==> config.mk <==
export PLATFORM = sky130hd
export DESIGN_NAME = dm_access_unit
export DESIGN_NICKNAME = d
export VERILOG_FILES = /design/src/rtl/dm_access_unit.sv
export SDC_FILE = /design/constraint.sdc
export NUM_CORES = 1
export LEC_CHECK = 0
export CORE_MARGIN = 4
export CORE_UTILIZATION = 40
export DETAILED_ROUTE_END_ITERATION = 12
export PLACE_DENSITY_LB_ADDON = 0.08
export SLEW_MARGIN = 20
export SYNTH_ARGS = -nofsm -noshare
export SYNTH_HDL_FRONTEND = slang
export SYNTH_SLANG_ARGS = --single-unit
==> constraint.sdc <==
create_clock -name clk -period 2.7 [get_ports clk]
set_input_delay 0.54 -clock clk [delete_from_list [all_inputs] [get_ports clk]]
set_output_delay 0.54 -clock clk [all_outputs]
set_load 0.01 [all_outputs]
==> src/rtl/dm_access_unit.sv <==
// Memory-access (M) and write-back (W) slice of the P6 MIPS core: registers E results,
// drives the byte-enable data-memory port, then extends load data for the GRF write-back.
module dm_access_unit (
    input  logic        clk,
    input  logic        reset,
    input  logic        e_valid,
    input  logic [31:0] e_pc,
    input  logic [3:0]  e_mem_op,
    input  logic [31:0] e_addr,
    input  logic [31:0] e_store_data,
    input  logic        e_grf_we,
    input  logic [4:0]  e_grf_addr,
    input  logic [31:0] e_grf_wdata,
    output logic [31:0] m_data_addr,
    output logic [31:0] m_data_wdata,
    input  logic [31:0] m_data_rdata,
    output logic [3:0]  m_data_byteen,
    output logic [31:0] m_inst_addr,
    output logic        m_fwd_we,
    output logic [4:0]  m_fwd_addr,
    output logic [31:0] m_fwd_data,
    output logic        m_misalign,
    output logic        w_grf_we,
    output logic [4:0]  w_grf_addr,
    output logic [31:0] w_grf_wdata,
    output logic [31:0] w_inst_addr
);

    localparam logic [3:0] OP_NONE = 4'd0;
    localparam logic [3:0] OP_LW   = 4'd1;
    localparam logic [3:0] OP_LH   = 4'd2;
    localparam logic [3:0] OP_LHU  = 4'd3;
    localparam logic [3:0] OP_LB   = 4'd4;
    localparam logic [3:0] OP_LBU  = 4'd5;
    localparam logic [3:0] OP_SW   = 4'd8;
    localparam logic [3:0] OP_SH   = 4'd9;
    localparam logic [3:0] OP_SB   = 4'd10;

    function automatic logic is_load(input logic [3:0] op);
        return (op == OP_LW) || (op == OP_LH) || (op == OP_LHU) ||
               (op == OP_LB) || (op == OP_LBU);
    endfunction

    function automatic logic [31:0] load_extract(input logic [3:0]  op,
                                                 input logic [1:0]  off,
                                                 input logic [31:0] rdata);
        logic [31:0] sh;
        logic [15:0] half;
        logic [7:0]  byt;
        sh   = rdata >> {off, 3'b000};
        byt  = sh[7:0];
        half = off[1] ? rdata[31:16] : rdata[15:0];
        case (op)
            OP_LH:   return {{16{half[15]}}, half};
            OP_LHU:  return {16'h0000, half};
            OP_LB:   return {{24{byt[7]}}, byt};
            OP_LBU:  return {24'h000000, byt};
            default: return rdata;
        endcase
    endfunction

    logic        m_vld_q, m_vld_d;
    logic [31:0] m_pc_q, m_pc_d;
    logic [3:0]  m_op_q, m_op_d;
    logic [31:0] m_addr_q, m_addr_d;
    logic [31:0] m_sdata_q, m_sdata_d;
    logic        m_we_q, m_we_d;
    logic [4:0]  m_waddr_q, m_waddr_d;
    logic [31:0] m_wdata_q, m_wdata_d;

    logic        w_vld_q;
    logic [31:0] w_pc_q;
    logic [3:0]  w_op_q;
    logic [1:0]  w_off_q;
    logic        w_mis_q;
    logic        w_we_q;
    logic [4:0]  w_waddr_q;
    logic [31:0] w_wdata_q;
    logic [31:0] w_rdata_q;

    logic [1:0]  m_off;
    logic        m_mis;
    logic [3:0]  m_be;
    logic [31:0] m_lanes;

    // E -> M boundary: a bubble keeps the datapath fields but kills valid, op and write enable
    always_comb begin
        m_vld_d   = e_valid;
        m_pc_d    = e_pc;
        m_op_d    = e_valid ? e_mem_op : OP_NONE;
        m_addr_d  = e_addr;
        m_sdata_d = e_store_data;
        m_we_d    = e_valid & e_grf_we;
        m_waddr_d = e_grf_addr;
        m_wdata_d = e_grf_wdata;
    end

    always_ff @(posedge clk) begin
        if (reset) begin
            m_vld_q   <= 1'b0;
            m_pc_q    <= '0;
            m_op_q    <= OP_NONE;
            m_addr_q  <= '0;
            m_sdata_q <= '0;
            m_we_q    <= 1'b0;
            m_waddr_q <= '0;
            m_wdata_q <= '0;
        end else begin
            m_vld_q   <= m_vld_d;
            m_pc_q    <= m_pc_d;
            m_op_q    <= m_op_d;
            m_addr_q  <= m_addr_d;
            m_sdata_q <= m_sdata_d;
            m_we_q    <= m_we_d;
            m_waddr_q <= m_waddr_d;
            m_wdata_q <= m_wdata_d;
        end
    end

    assign m_off = m_addr_q[1:0];

    always_comb begin
        m_mis   = 1'b0;
        m_be    = 4'b0000;
        m_lanes = m_sdata_q;
        case (m_op_q)
            OP_LW:         m_mis = (m_off != 2'b00);
            OP_LH, OP_LHU: m_mis = m_off[0];
            OP_SW: begin
                m_mis = (m_off != 2'b00);
                m_be  = 4'b1111;
            end
            OP_SH: begin
                m_mis   = m_off[0];
                m_be    = 4'b0011 << m_off;
                m_lanes = {2{m_sdata_q[15:0]}};
            end
            OP_SB: begin
                m_be    = 4'b0001 << m_off;
                m_lanes = {4{m_sdata_q[7:0]}};
            end
            default: ;
        endcase
    end

    // Strobes drop with reset itself so a store caught in M at the reset edge never commits
    assign m_data_addr   = m_addr_q;
    assign m_data_wdata  = m_lanes;
    assign m_data_byteen = (m_vld_q && !m_mis && !reset) ? m_be : 4'b0000;
    assign m_inst_addr   = m_pc_q;
    assign m_misalign    = m_mis;
    assign m_fwd_we      = m_we_q & m_vld_q & ~is_load(m_op_q);
    assign m_fwd_addr    = m_waddr_q;
    assign m_fwd_data    = m_wdata_q;

    // M -> W boundary: read data is captured at the end of the M cycle
    always_ff @(posedge clk) begin
        if (reset) begin
            w_vld_q   <= 1'b0;
            w_pc_q    <= '0;
            w_op_q    <= OP_NONE;
            w_off_q   <= '0;
            w_mis_q   <= 1'b0;
            w_we_q    <= 1'b0;
            w_waddr_q <= '0;
            w_wdata_q <= '0;
            w_rdata_q <= '0;
        end else begin
            w_vld_q   <= m_vld_q;
            w_pc_q    <= m_pc_q;
            w_op_q    <= m_op_q;
            w_off_q   <= m_off;
            w_mis_q   <= m_mis;
            w_we_q    <= m_we_q;
            w_waddr_q <= m_waddr_q;
            w_wdata_q <= m_wdata_q;
            w_rdata_q <= m_data_rdata;
        end
    end

    assign w_grf_we    = w_vld_q & w_we_q & ~(is_load(w_op_q) & w_mis_q);
    assign w_grf_addr  = w_waddr_q;
    assign w_grf_wdata = is_load(w_op_q) ? load_extract(w_op_q, w_off_q, w_rdata_q) : w_wdata_q;
    assign w_inst_addr = w_pc_q;

endmodule

## Word-level counts from Yosys, hierarchy flattened

Cells that the tools add are included.

| operators by class | value |
|---|---|
| shifts and indexed selects | 3 |
| bitwise operators | 9 |
| multiplexer cells | 7 |
| reduce and logical (&&, ||, !) cells | 16 |
| equality and inequality tests | 13 |

Operator list:

| cell | number |
|---|---|
| 32-bit case mux with 4 select lines | 1 |
| 32-bit case mux with 2 select lines | 1 |
| 32-bit two-way mux | 1 |
| 32-bit by 5-bit right shift with 8-bit output | 1 |
| 4-bit by 2-bit equality test with 1-bit output, second input constant | 4 |
| 4-bit by 3-bit equality test with 1-bit output, second input constant | 4 |
| 16-bit two-way mux | 1 |
| 4-bit equality test, second input constant | 3 |
| 4-bit case mux with 3 select lines | 1 |
| 4-bit by 1-bit equality test with 1-bit output, second input constant | 2 |
| 1-bit logical OR | 8 |
| 1-bit AND | 6 |
| 4-bit two-way mux | 1 |
| 2-bit OR reduction | 2 |
| 1-bit by 2-bit left shift with 4-bit output, first input constant | 1 |
| 2-bit by 2-bit left shift with 4-bit output, first input constant | 1 |
| 1-bit inverter | 3 |
| 3-bit OR reduction | 1 |
| 1-bit logical AND | 2 |
| 1-bit zero test | 2 |
| 1-bit case mux with 2 select lines | 1 |
| 2-bit nonzero test | 1 |

| storage, ports and cells | value |
|---|---|
| word-level logic and storage cells | 65 |
| register bits after elaboration | 249 |
| bits of input ports | 173 |
| output and inout bits | 209 |

## Logic depth before layout (Yosys ltp)

Gate-level depths: netlist (run 1).

| logic depth | value |
|---|---|
| word-level depth | 8 |
| gate-level depth with buffers | 7 |
| gate-level depth less buffers | 4 |

## Least setup slack after synthesis (run 1)

No wires, ideal clock.

| path | value |
|---|---|
| path type | input -> output |
| start | in reset |
| end | out m_data_byteen[0] |
| stages | 4 |
| path slack | 530 ps |
| arrival time | 1630 ps |
| buffers on the path | 1 |
| path through | clkbuf_1 > nand2b_1 > a2111oi_1 > nor2b_1 |

| between the ends | value |
|---|---|
| longest elaborated chain between the ends | 3 |

RTL lines:

| element | RTL line | RTL |
|---|---|---|
| start, declared | 5 | `input logic reset,` |
| 1-bit zero test | 149 | `assign m_data_byteen = (m_vld_q && !m_mis && !reset) ? m_be : 4'b0000;` |
| 1-bit logical AND | 149 |  |
| 4-bit two-way mux | 149 |  |
| end, declared | 17 | `output logic [3:0] m_data_byteen,` |

No other way between the ends.

## Worst setup path in the final report (run 1)

| path | value |
|---|---|
| start | reg w_op_q[1] |
| end | out w_grf_wdata[26] |

| between the ends | value |
|---|---|
| longest elaborated chain between the ends | 6 |
| elaborated cells between the ends (all ways) | 11 |

RTL lines:

| element | RTL line | RTL |
|---|---|---|
| start, declared | 73 | `logic [3:0] w_op_q;` |
| start signal, assigned | 171 | `w_op_q <= m_op_q;` |
| 4-bit by 1-bit equality test with 1-bit output / 4-bit by 2-bit equality test with 1-bit output (equally long branches) | 40, 53 |  |
| 1-bit logical OR (3 in a row) | 40 | `return (op == OP_LW) \|\| (op == OP_LH) \|\| (op == OP_LHU) \|\|` |
| 1-bit logical OR | 41 | `(op == OP_LB) \|\| (op == OP_LBU);` |
| 32-bit two-way mux * | 183 | `assign w_grf_wdata = is_load(w_op_q) ? load_extract(w_op_q, w_off_q, w_rdata_q) : w_wdata_q;` |
| end, declared | 25 | `output logic [31:0] w_grf_wdata,` |

Every way passes the cells marked *; elsewhere a longest branch is shown, timed or not.

==> impl_metrics.tcl, run 1 <==
set metrics [dict create \
    run_status "finished clean" \
    timing.critical_path.from_type "register" \
    worst-endpoint-required_ps 2160 \
    clock-sinks 249 \
    grt.total_usage_pct 20.6 \
    worstMarginPinSlew_ps 995 \
    min_period_ps 2690 \
    drv.max_cap_violation_count 0 \
    fp.coreArea_um2 20200 \
    fin_skew_ps 16.8 \
    antenna_found_initial 1 \
    synth_top_area_share_pct 60.9 \
    gp_routability_congestion 0.843 \
    layout.cells.most_common_list "319 x sky130_fd_sc_hd__clkdlybuf4s50_1, 249 x sky130_fd_sc_hd__nor2b_1, 241 x sky130_fd_sc_hd__dfxtp_1" \
    avgSynthCellArea_um2 10.6 \
    cts_tree "built" \
    die_area_um2 22800 \
    synth-main-ff-cell "sky130_fd_sc_hd__dfxtp_1" \
    layout-drive-gt1-share_pct 14.1 \
    post_cts_hold_buffer_count 0 \
    path_clk_slew_ps 60 \
    initial_core_util_pct 40.6 \
    area_delta_synth_final_pct 62.2 \
    worst_hold_margin_ps 366 \
    cts_htree_levels 1 \
    yosys-top-cells-area "sky130_fd_sc_hd__dfxtp_1 61%, sky130_fd_sc_hd__nor2b_1 19%, sky130_fd_sc_hd__mux2_2 2.2%" \
    postSynthNetCount 947 \
    hold_viol 0 \
    grt_start_max_net_pins 244 \
    synth-seq-area-share_pct 60.9 \
    ys_async_sr_fraction_pct 0 \
    p_per_area_nw_per_um2 663 \
    timing.critical_path.fanout_max 16 \
    synthesis.instances 774 \
    final-max-slew-violation-count 0 \
    clock_insertion_delay_worst_skew_ps 520 \
    dr_total_vias 6436 \
    final.period_utilization_pct 99.8 \
    antenna_violating_nets_post_route 0 \
    fp.dieW_um 151 \
    grt_pass1_wl_mm 36.0 \
    die_extent_in_y_um 151 \
    critical_path_class "register to primary output" \
    route.detailed.wl_per_inst_um 17.2 \
    drcViolationCount 0 \
    clock_path_buffers 3 \
    mappedNetlistArea_um2 8190 \
    synth_top_area_cell "sky130_fd_sc_hd__dfxtp_1" \
    worst-path-buf-inv 2 \
    hold_path.class "input port to register" \
    ir_worst_vdd_mv 0.502 \
    cell_chain_critical_path "or4b_4 -> o22ai_4 -> o31ai_4 -> buf_12 -> a21oi_1 -> buf_2" \
    synth.lib_cells_used.distinct 38 \
    avgViaCountPerCell 4.46 \
    detailedRoute.firstIterationViolations 203 \
    final_nets 1328 \
    final_area_um2 13300 \
    hpwl_mm 18.3 \
    max_freq_mhz 371 \
    wl_mm 24.8 \
    io_buffers 381 \
    top_level_ports 382 \
    timing.final.setup_violations 0 \
    cpPeakStageDelay_ps 540 \
    total_power_mw 8.82 \
    slowest_stage "sky130_fd_sc_hd__or4b_4" \
    worst_setup_path_end_kind "primary output" \
    antenna_cells 0 \
    critical_path.top_delay_family "simple AND/OR/NAND/NOR gates" \
    vias_in_the_first_global_route 6531 \
    placed_cell_area_um2 12200 \
    fillCellCount 1669 \
    number_of_iterations_in_the_first_detailed_routing_pass 4 \
    final_util_pct 65.9 \
    cts-buffers-inserted 27 \
    relSlewSlack_pct 33.6 \
    grt_remaining_overflow 0 \
    commonest_non_fill_non_tap_cell_in_the_layout "sky130_fd_sc_hd__clkdlybuf4s50_1" \
    rows 52 \
    cellLeakagePower_nw 5.33 \
    ys_seq_elements 249 \
    synth_enable_flop_cells 0 \
    yosysWarnings 0 \
    clock-root-buffer "sky130_fd_sc_hd__clkbuf_16" \
    rsz_0062_raised_after_global_routing "yes" \
    cp_data_arrival_time_ps 2150 \
]
[tightest hold or removal path, stage by stage]
cell	delay, ps
sky130_fd_sc_hd__buf_6	80
sky130_fd_sc_hd__nand2b_1	170
sky130_fd_sc_hd__inv_1	50
[cell type report]
class / instances / area (um^2) / area share, %
inverter: 3 / 11.3 / 0.0847
clock buffer: 38 / 787 / 5.92
timing repair buffer: 409 / 3940 / 29.7
tap: 270 / 338 / 2.54
clock inverter: 8 / 146 / 1.10
sequential: 249 / 5000 / 37.6
multi-input combinational: 465 / 3070 / 23.1
[synthesized netlist by cell type (2+ instances only)]
cell	n
sky130_fd_sc_hd__inv_1	3
sky130_fd_sc_hd__mux2i_1	16
sky130_fd_sc_hd__a22oi_1	8
sky130_fd_sc_hd__a21oi_1	27
sky130_fd_sc_hd__clkbuf_1	37
sky130_fd_sc_hd__o2bb2ai_1	2
sky130_fd_sc_hd__o221ai_1	6
sky130_fd_sc_hd__and2_1	6
sky130_fd_sc_hd__o22a_1	15
sky130_fd_sc_hd__o21a_1	2
sky130_fd_sc_hd__nor2b_1	250
sky130_fd_sc_hd__nand2b_1	5
sky130_fd_sc_hd__buf_2	9
sky130_fd_sc_hd__mux2_2	16
sky130_fd_sc_hd__nor3_1	3
sky130_fd_sc_hd__nand2_1	37
sky130_fd_sc_hd__buf_4	10
sky130_fd_sc_hd__a21o_1	2
sky130_fd_sc_hd__o21ai_0	12
sky130_fd_sc_hd__nor2_1	42
sky130_fd_sc_hd__dfxtp_1	249
[layer usage]
metal	GRT usage (%)	wire length, um	vias to the layer above
met5	0	10	-
met4	6.17	654	2
met3	8.23	2390	44
met2	38.3	13000	243
met1	21.1	8690	2914
li1	-	-	3233
[through the flow]
| step | worst slack (ps) | instances | TNS (ps) |
|---|---|---|---|
| after detailed placement | -22.4 | 1384 | -57.0 |
| final | 6.32 | 1442 | 0 |
| after global placement | 46.6 | 1384 | 0 |
| after CTS | -61.4 | 1440 | -533 |
| after floorplan | 530 | 774 | 0 |
| after global routing | -84.2 | 1442 | -1350 |
[path summary, 6_finish.rpt]
path	startpoint	end	slack, ps	cells past startpoint
worst min-delay path	reset	w_vld_q	370	3
worst max register to register	m_op_q[1]	w_mis_q	1530	5
worst min register to register	m_we_q	w_we_q	440	1
worst max-delay path	w_op_q[1]	w_grf_wdata[26]	6	6
[state kept, by name, summed over array words and instances (netlist names)]
| name | count |
|---|---|
| w_mis_q | 1 |
| w_grf_addr | 5 |
| m_sdata_q | 32 |
| m_inst_addr | 32 |
| w_wdata_q | 32 |
| w_inst_addr | 32 |
| w_op_q | 4 |
| w_vld_q | 1 |
| m_vld_q | 1 |
| m_we_q | 1 |
| m_op_q | 4 |
| w_off_q | 2 |
| m_fwd_data | 32 |
| m_fwd_addr | 5 |
| m_data_addr | 32 |
| w_we_q | 1 |
| w_rdata_q | 32 |
[cells by family after synthesis]
family / count (synthesis) / share of synthesized area, %
AO/OA/AOI/OAI: 79 / 6.66
buffers and inverters: 60 / 3.44
flip-flops: 249 / 60.9
multiplexers: 32 / 4.16
AND/OR/NAND/NOR: 354 / 24.9
[timing repair]
item	CTS	global route
buffers inserted	9	3
gates resized for setup	194	47
hold endpoints to repair	0	0
gates cloned	1	0
endpoints found under the setup margin	61	44
pin swaps	5	4
[power breakdown]
group | leakage (nW) | switching (mW) | total, mW | internal [mW]
Clock | 0.456 | 1.41 | 3.81 | 2.39
Combinational | 2.81 | 0.422 | 1.07 | 0.646
Sequential | 2.07 | 0.0823 | 3.94 | 3.86
Total | 5.33 | 1.92 | 8.82 | 6.90
No activity file was read; power rests on OpenSTA's default activity.
==> run 2, diff against run 1 <==
==> constraint.sdc (replaced) <==
create_clock -name clk -period 2.7 [get_ports clk]
set_input_delay 0.54 -clock clk [delete_from_list [all_inputs] [get_ports clk]]
set_output_delay 0.54 -clock clk [all_outputs]
set_load 0.02 [all_outputs]
==> impl_metrics.tcl, run 2 (synthesized netlist as in run 1, its figures left out) <==
set metrics [dict create \
    grt_start_max_net_pins 155 \
    hold_viol 0 \
    run_status "finished clean" \
    worst-endpoint-required_ps 2160 \
    layout.cells.most_common_list "317 x sky130_fd_sc_hd__clkdlybuf4s50_1, 249 x sky130_fd_sc_hd__nor2b_1, 245 x sky130_fd_sc_hd__dfxtp_1" \
    cts-buffers-inserted 27 \
    min_from "reset" \
    initial_core_util_pct 40.6 \
    layout-drive-gt1-share_pct 15.7 \
    final-max-slew-violation-count 0 \
    r2r.worst_path.cells 6 \
    hold_path.class "input port to register" \
    drcViolationCount 0 \
    critical_path_class "register to primary output" \
    total_power_mw 8.93 \
    number_of_iterations_in_the_first_detailed_routing_pass 4 \
    hpwl_mm 18.3 \
    cell_chain_critical_path "or4b_4 -> o22ai_4 -> o31ai_4 -> buf_12 -> a21oi_1 -> buf_4" \
    rsz_0062_raised_after_global_routing "yes" \
    post_cts_hold_buffer_count 0 \
    dr_total_vias 6465 \
    cts_htree_levels 1 \
    drv.max_cap_violation_count 0 \
    grt_remaining_overflow 0 \
    avgViaCountPerCell 4.45 \
    min_period_ps 2700 \
    detailedRoute.firstIterationViolations 204 \
    die_area_um2 22800 \
    cp_data_arrival_time_ps 2160 \
    place_inst 1393 \
    fin_ws_ps 4.83 \
    setup-tns-final_ps 0 \
    slowest_stage "sky130_fd_sc_hd__or4b_4" \
    relSlewSlack_pct 41.3 \
    timing.critical_path.fanout_max 16 \
    cpPeakStageDelay_ps 560 \
    hold_path_end "w_vld_q" \
    io_buffers 381 \
    worstMarginPinSlew_ps 880 \
    timing.critical_path.from_type "register" \
    reg2reg_setup_slack_ps 1440 \
    antenna_violating_nets_post_route 0 \
    timing.final.setup_violations 0 \
    final_nets 1337 \
    fp.dieW_um 151 \
    path_clk_slew_ps 60 \
    clock-root-buffer "sky130_fd_sc_hd__clkbuf_16" \
    rows 52 \
    grt.total_usage_pct 20.1 \
    grt_pass1_wl_mm 35.3 \
    commonest_non_fill_non_tap_cell_in_the_layout "sky130_fd_sc_hd__clkdlybuf4s50_1" \
    reg2reg_to "w_mis_q" \
    final.period_utilization_pct 99.8 \
    worst_setup_path_end_kind "primary output" \
    max_freq_mhz 371 \
    p_per_area_nw_per_um2 668 \
    place_ws_ps -75.4 \
    fin_skew_ps 5.22 \
    wl_mm 24.7 \
    clock-sinks 249 \
    route.detailed.wl_per_inst_um 17.0 \
    clock_insertion_delay_worst_skew_ps 510 \
    vias_in_the_first_global_route 6485 \
    cellLeakagePower_nw 5.37 \
    final_cells 1453 \
    antenna_found_initial 2 \
    die_extent_in_y_um 151 \
    top_level_ports 382 \
    worstHoldPathCells 3 \
    ir_worst_vdd_mv 0.431 \
    fp.coreArea_um2 20200 \
    area_delta_synth_final_pct 63.1 \
    clock_path_buffers 3 \
    gp_routability_congestion 0.838 \
    rr_startpoint "m_op_q[1]" \
    cts_tree "built" \
]
==> run 2: cell types whose count changed in the layout (fill, tap and decap cells not counted), sizes merged <==
cell,before,now
buf,57,83
clkdlybuf4s15,5,7
clkdlybuf4s50,319,317
clkbuf,46,38
clkinv,3,5
dlygate4sd2,19,9
diode,0,1
==> run 2: routing by layer <==
| metal | GRT usage, % | part of all wire [%] | up-vias |
|---|---|---|---|
| met5 | 0 | 0.081 | - |
| met4 | 6.03 | 2.1 | 2 |
| met3 | 7.12 | 8.8 | 37 |
| met2 | 38.0 | 53 | 229 |
| met1 | 20.7 | 36 | 2943 |
| li1 | - | - | 3254 |
==> run 2: where the power goes <==
group / switching (mW) / internal (mW) / total, mW
logic: 0.565 / 0.671 / 1.24
clock network: 1.41 / 2.34 / 3.75
registers: 0.0795 / 3.86 / 3.94
==> run 2: how the worst max path moves through the flow <==
| stage | cells past startpoint | end | from | slack [ps] |
|---|---|---|---|---|
| 2_1_floorplan | 4 | m_data_byteen[0] | reset | 400 |
| 6_report | 6 | w_grf_wdata[31] | w_op_q[1] | 5 |
| 3_3_place_gp | 6 | m_data_byteen[0] | reset | -50 |
| 4_1_cts | 6 | w_grf_wdata[4] | w_op_q[3] | -100 |
| 5_1_grt | 6 | w_grf_wdata[18] | w_op_q[1] | -60 |
| 3_5_place_dp | 5 | w_grf_wdata[30] | w_off_q[1] | -80 |
==> run 2: stage by stage <==
stage / utilization [%] / hold WS (ps) / instance area, um^2
floorplan: - / 437 / 8190
global placement: 61.0 / 442 / 12300
detailed placement: 61.0 / 447 / 12300
CTS: 65.5 / 282 / 13200
global route: 66.2 / 292 / 13400
finish: 66.2 / 297 / 13400
==> run 2: timing repair <==
action                                  CTS  global route
cloned                                    1             1
pin swaps                                 5             6
endpoints found under the hold margin     0             0
endpoints found under the setup margin   61            45
resized for setup                       246            62
buffers inserted                          8             2
==> run 2: area by class of cell <==
class | count | area (um^2)
tap | 270 | 338
clock buffer | 37 | 763
antenna | 1 | 2.50
sequential | 249 | 4990
timing repair buffer | 418 | 4050
fill | 1655 | 6810
multi-input combinational | 465 | 3050
inverter | 3 | 11.3
clock inverter | 10 | 153
==> run 2: worst max-delay path, delay by kind of cell (launching register included) <==
kind | cells | cell delay, ps
AO/OA/AOI/OAI | 3 | 430
buffers and inverters | 2 | 320
flip-flops | 1 | 320
AND/OR/NAND/NOR | 1 | 560
==> run 3, diff against run 2 <==
--- a/config.mk
+++ b/config.mk
@@ -6,10 +6,12 @@
 export NUM_CORES = 1
 export LEC_CHECK = 0
 export CORE_MARGIN = 4
-export CORE_UTILIZATION = 40
+export CORE_UTILIZATION = 30
+export CTS_CLUSTER_DIAMETER = 150
 export DETAILED_ROUTE_END_ITERATION = 12
 export PLACE_DENSITY_LB_ADDON = 0.08
 export SLEW_MARGIN = 20
 export SYNTH_ARGS = -nofsm -noshare
 export SYNTH_HDL_FRONTEND = slang
 export SYNTH_SLANG_ARGS = --single-unit
+export TNS_END_PERCENT = 100
==> impl_metrics.tcl, run 3 (synthesized netlist as in run 1, its figures left out) <==
set metrics [dict create \
    dr_total_vias 6438 \
    cts_htree_levels 1 \
    failed_checks "setup timing" \
    timing.critical_path.from_type "register" \
    rows 60 \
    antenna_found_initial 1 \
    slowest_stage "sky130_fd_sc_hd__or4b_4" \
    cts-buffers-inserted 29 \
    rsz_0062_raised_after_global_routing "yes" \
    fp.coreArea_um2 26900 \
    final_area_um2 13500 \
    detailedRoute.firstIterationViolations 257 \
    clock-sinks 249 \
    worstMarginPinSlew_ps 1060 \
    cell_chain_critical_path "or4b_4 -> o22ai_4 -> buf_4 -> buf_6 -> a21oi_2 -> o221ai_2 -> buf_6" \
    worst_hold_margin_ps 362 \
    wl_mm 26.4 \
    final.period_utilization_pct 104 \
    cp_data_arrival_time_ps 2280 \
    r2r.worst_path.cells 5 \
    crit_path_frequent_cell "sky130_fd_sc_hd__buf_6" \
    worstHoldPathCells 3 \
    layout-drive-gt1-share_pct 16.1 \
    area_delta_synth_final_pct 64.7 \
    clock-root-buffer "sky130_fd_sc_hd__clkbuf_16" \
    timing.critical_path.fanout_max 2 \
    hold_viol 0 \
    avgViaCountPerCell 4.22 \
    io_buffers 381 \
    setup-tns-final_ps -1120 \
    run_status "complete, but fails checks" \
    sw_frac_of_total_pct 23.7 \
    final_nets 1336 \
    clock_power_share_pct 42.2 \
    total_power_mw 8.98 \
    worst-path-buf-inv 3 \
    fin_skew_ps 8.96 \
    fp.dieW_um 173 \
    top_level_ports 382 \
    clock_path_buffers 3 \
    p_seq_share_pct 43.9 \
    fin_ws_ps -116 \
    cp.depth 7 \
    layout.cells.most_common_list "317 x sky130_fd_sc_hd__clkdlybuf4s50_1, 250 x sky130_fd_sc_hd__nor2b_1, 242 x sky130_fd_sc_hd__dfxtp_1" \
    max_freq_mhz 355 \
    cpPeakStageDelay_ps 560 \
    antenna_cells 0 \
    worst_setup_path_end_kind "primary output" \
    hpwl_mm 19.3 \
    cts_tree "built" \
    grt_pass1_wl_mm 39.9 \
    power.combinational.fraction_pct 14.0 \
    gp_routability_congestion 0.822 \
    drv.max_cap_violation_count 0 \
    cellLeakagePower_nw 5.38 \
    critical_path.top_delay_family "simple AND/OR/NAND/NOR gates" \
    vias_in_the_first_global_route 6705 \
    p_per_area_nw_per_um2 666 \
    antenna_violating_nets_post_route 0 \
    min_period_ps 2820 \
    drcViolationCount 0 \
    route.detailed.wl_per_inst_um 17.3 \
    fillCellCount 2532 \
    grt.total_usage_pct 16.9 \
    grt_remaining_overflow 0 \
    commonest_non_fill_non_tap_cell_in_the_layout "sky130_fd_sc_hd__clkdlybuf4s50_1" \
    critical_path_class "register to primary output" \
    clock_insertion_delay_worst_skew_ps 530 \
    die_extent_in_y_um 173 \
    die_area_um2 30000 \
    grt_start_max_net_pins 244 \
    placed_cell_area_um2 12400 \
    worst-endpoint-required_ps 2160 \
    internal-power_mw 6.85 \
    relSlewSlack_pct 29.1 \
    timing.final.setup_violations 25 \
    path_clk_slew_ps 60 \
    initial_core_util_pct 30.5 \
    hold_path.class "input port to register" \
    number_of_iterations_in_the_first_detailed_routing_pass 5 \
    final-max-slew-violation-count 0 \
    ir_worst_vdd_mv 0.406 \
    net-switching-power_mw 2.13 \
]
==> run 3: final timing paths <==
check	from	endpoint	slack (ps)
max	w_off_q[0]	w_grf_wdata[7]	-120
min	reset	w_vld_q	360
max reg2reg	m_op_q[1]	w_mis_q	1510
min reg2reg	m_inst_addr[15]	w_inst_addr[15]	460
==> run 3: worst register-to-register path, delay by kind of cell, from the launching register on <==
family / cells / cell delay (ps)
simple gates: 4 / 550
buf+inv: 1 / 130
flops: 1 / 360
==> run 3: cell type report <==
type | count | area [um^2] | area share [%]
Multi-Input combinational cell | 465 | 3080 | 22.8
Clock buffer | 41 | 831 | 6.16
Inverter | 3 | 11.3 | 0.0835
Sequential cell | 249 | 5000 | 37.1
Timing Repair Buffer | 415 | 4040 | 29.9
Tap cell | 341 | 427 | 3.16
Clock inverter | 10 | 100 | 0.742
==> run 3: power by group through the flow <==
stage / Sequential [mW] / Clock [mW] / Combinational (mW)
6_report: 3.94 / 3.79 / 1.26
5_1_grt: 3.96 / 4.09 / 1.34
4_1_cts: 3.94 / 3.91 / 1.25
3_5_place_dp: 4.02 / 0 / 1.25
3_3_place_gp: 4.02 / 0 / 1.25
2_1_floorplan: 4.13 / 0 / 0.424
==> run 3: what timing repair did <==
item,in CTS,in global routing
hold buffers,0,0
endpoints found under the hold margin,0,0
pin swaps,4,11
gates cloned,0,1
gates resized for setup,267,53
endpoints found under the setup margin,62,52
setup buffers,3,6
==> run 3: metal layers <==
layer	vias to the layer above	GRT usage, %	wire length [um]
met5	-	0	12
met3	42	7.42	2770
li1	3255	-	-
met4	2	4.26	545
met2	256	30.2	13000
met1	2883	18.4	10000
==> run 3: stage by stage <==
step                      setup WS [ps]  std cells  util (%)
after global routing               -192       1524      50.2
after CTS                          -166       1517      49.9
after global placement             -119       1463      46.1
after detailed placement           -208       1463      46.1
after floorplan                     402        774         -
final                              -116       1524      50.2
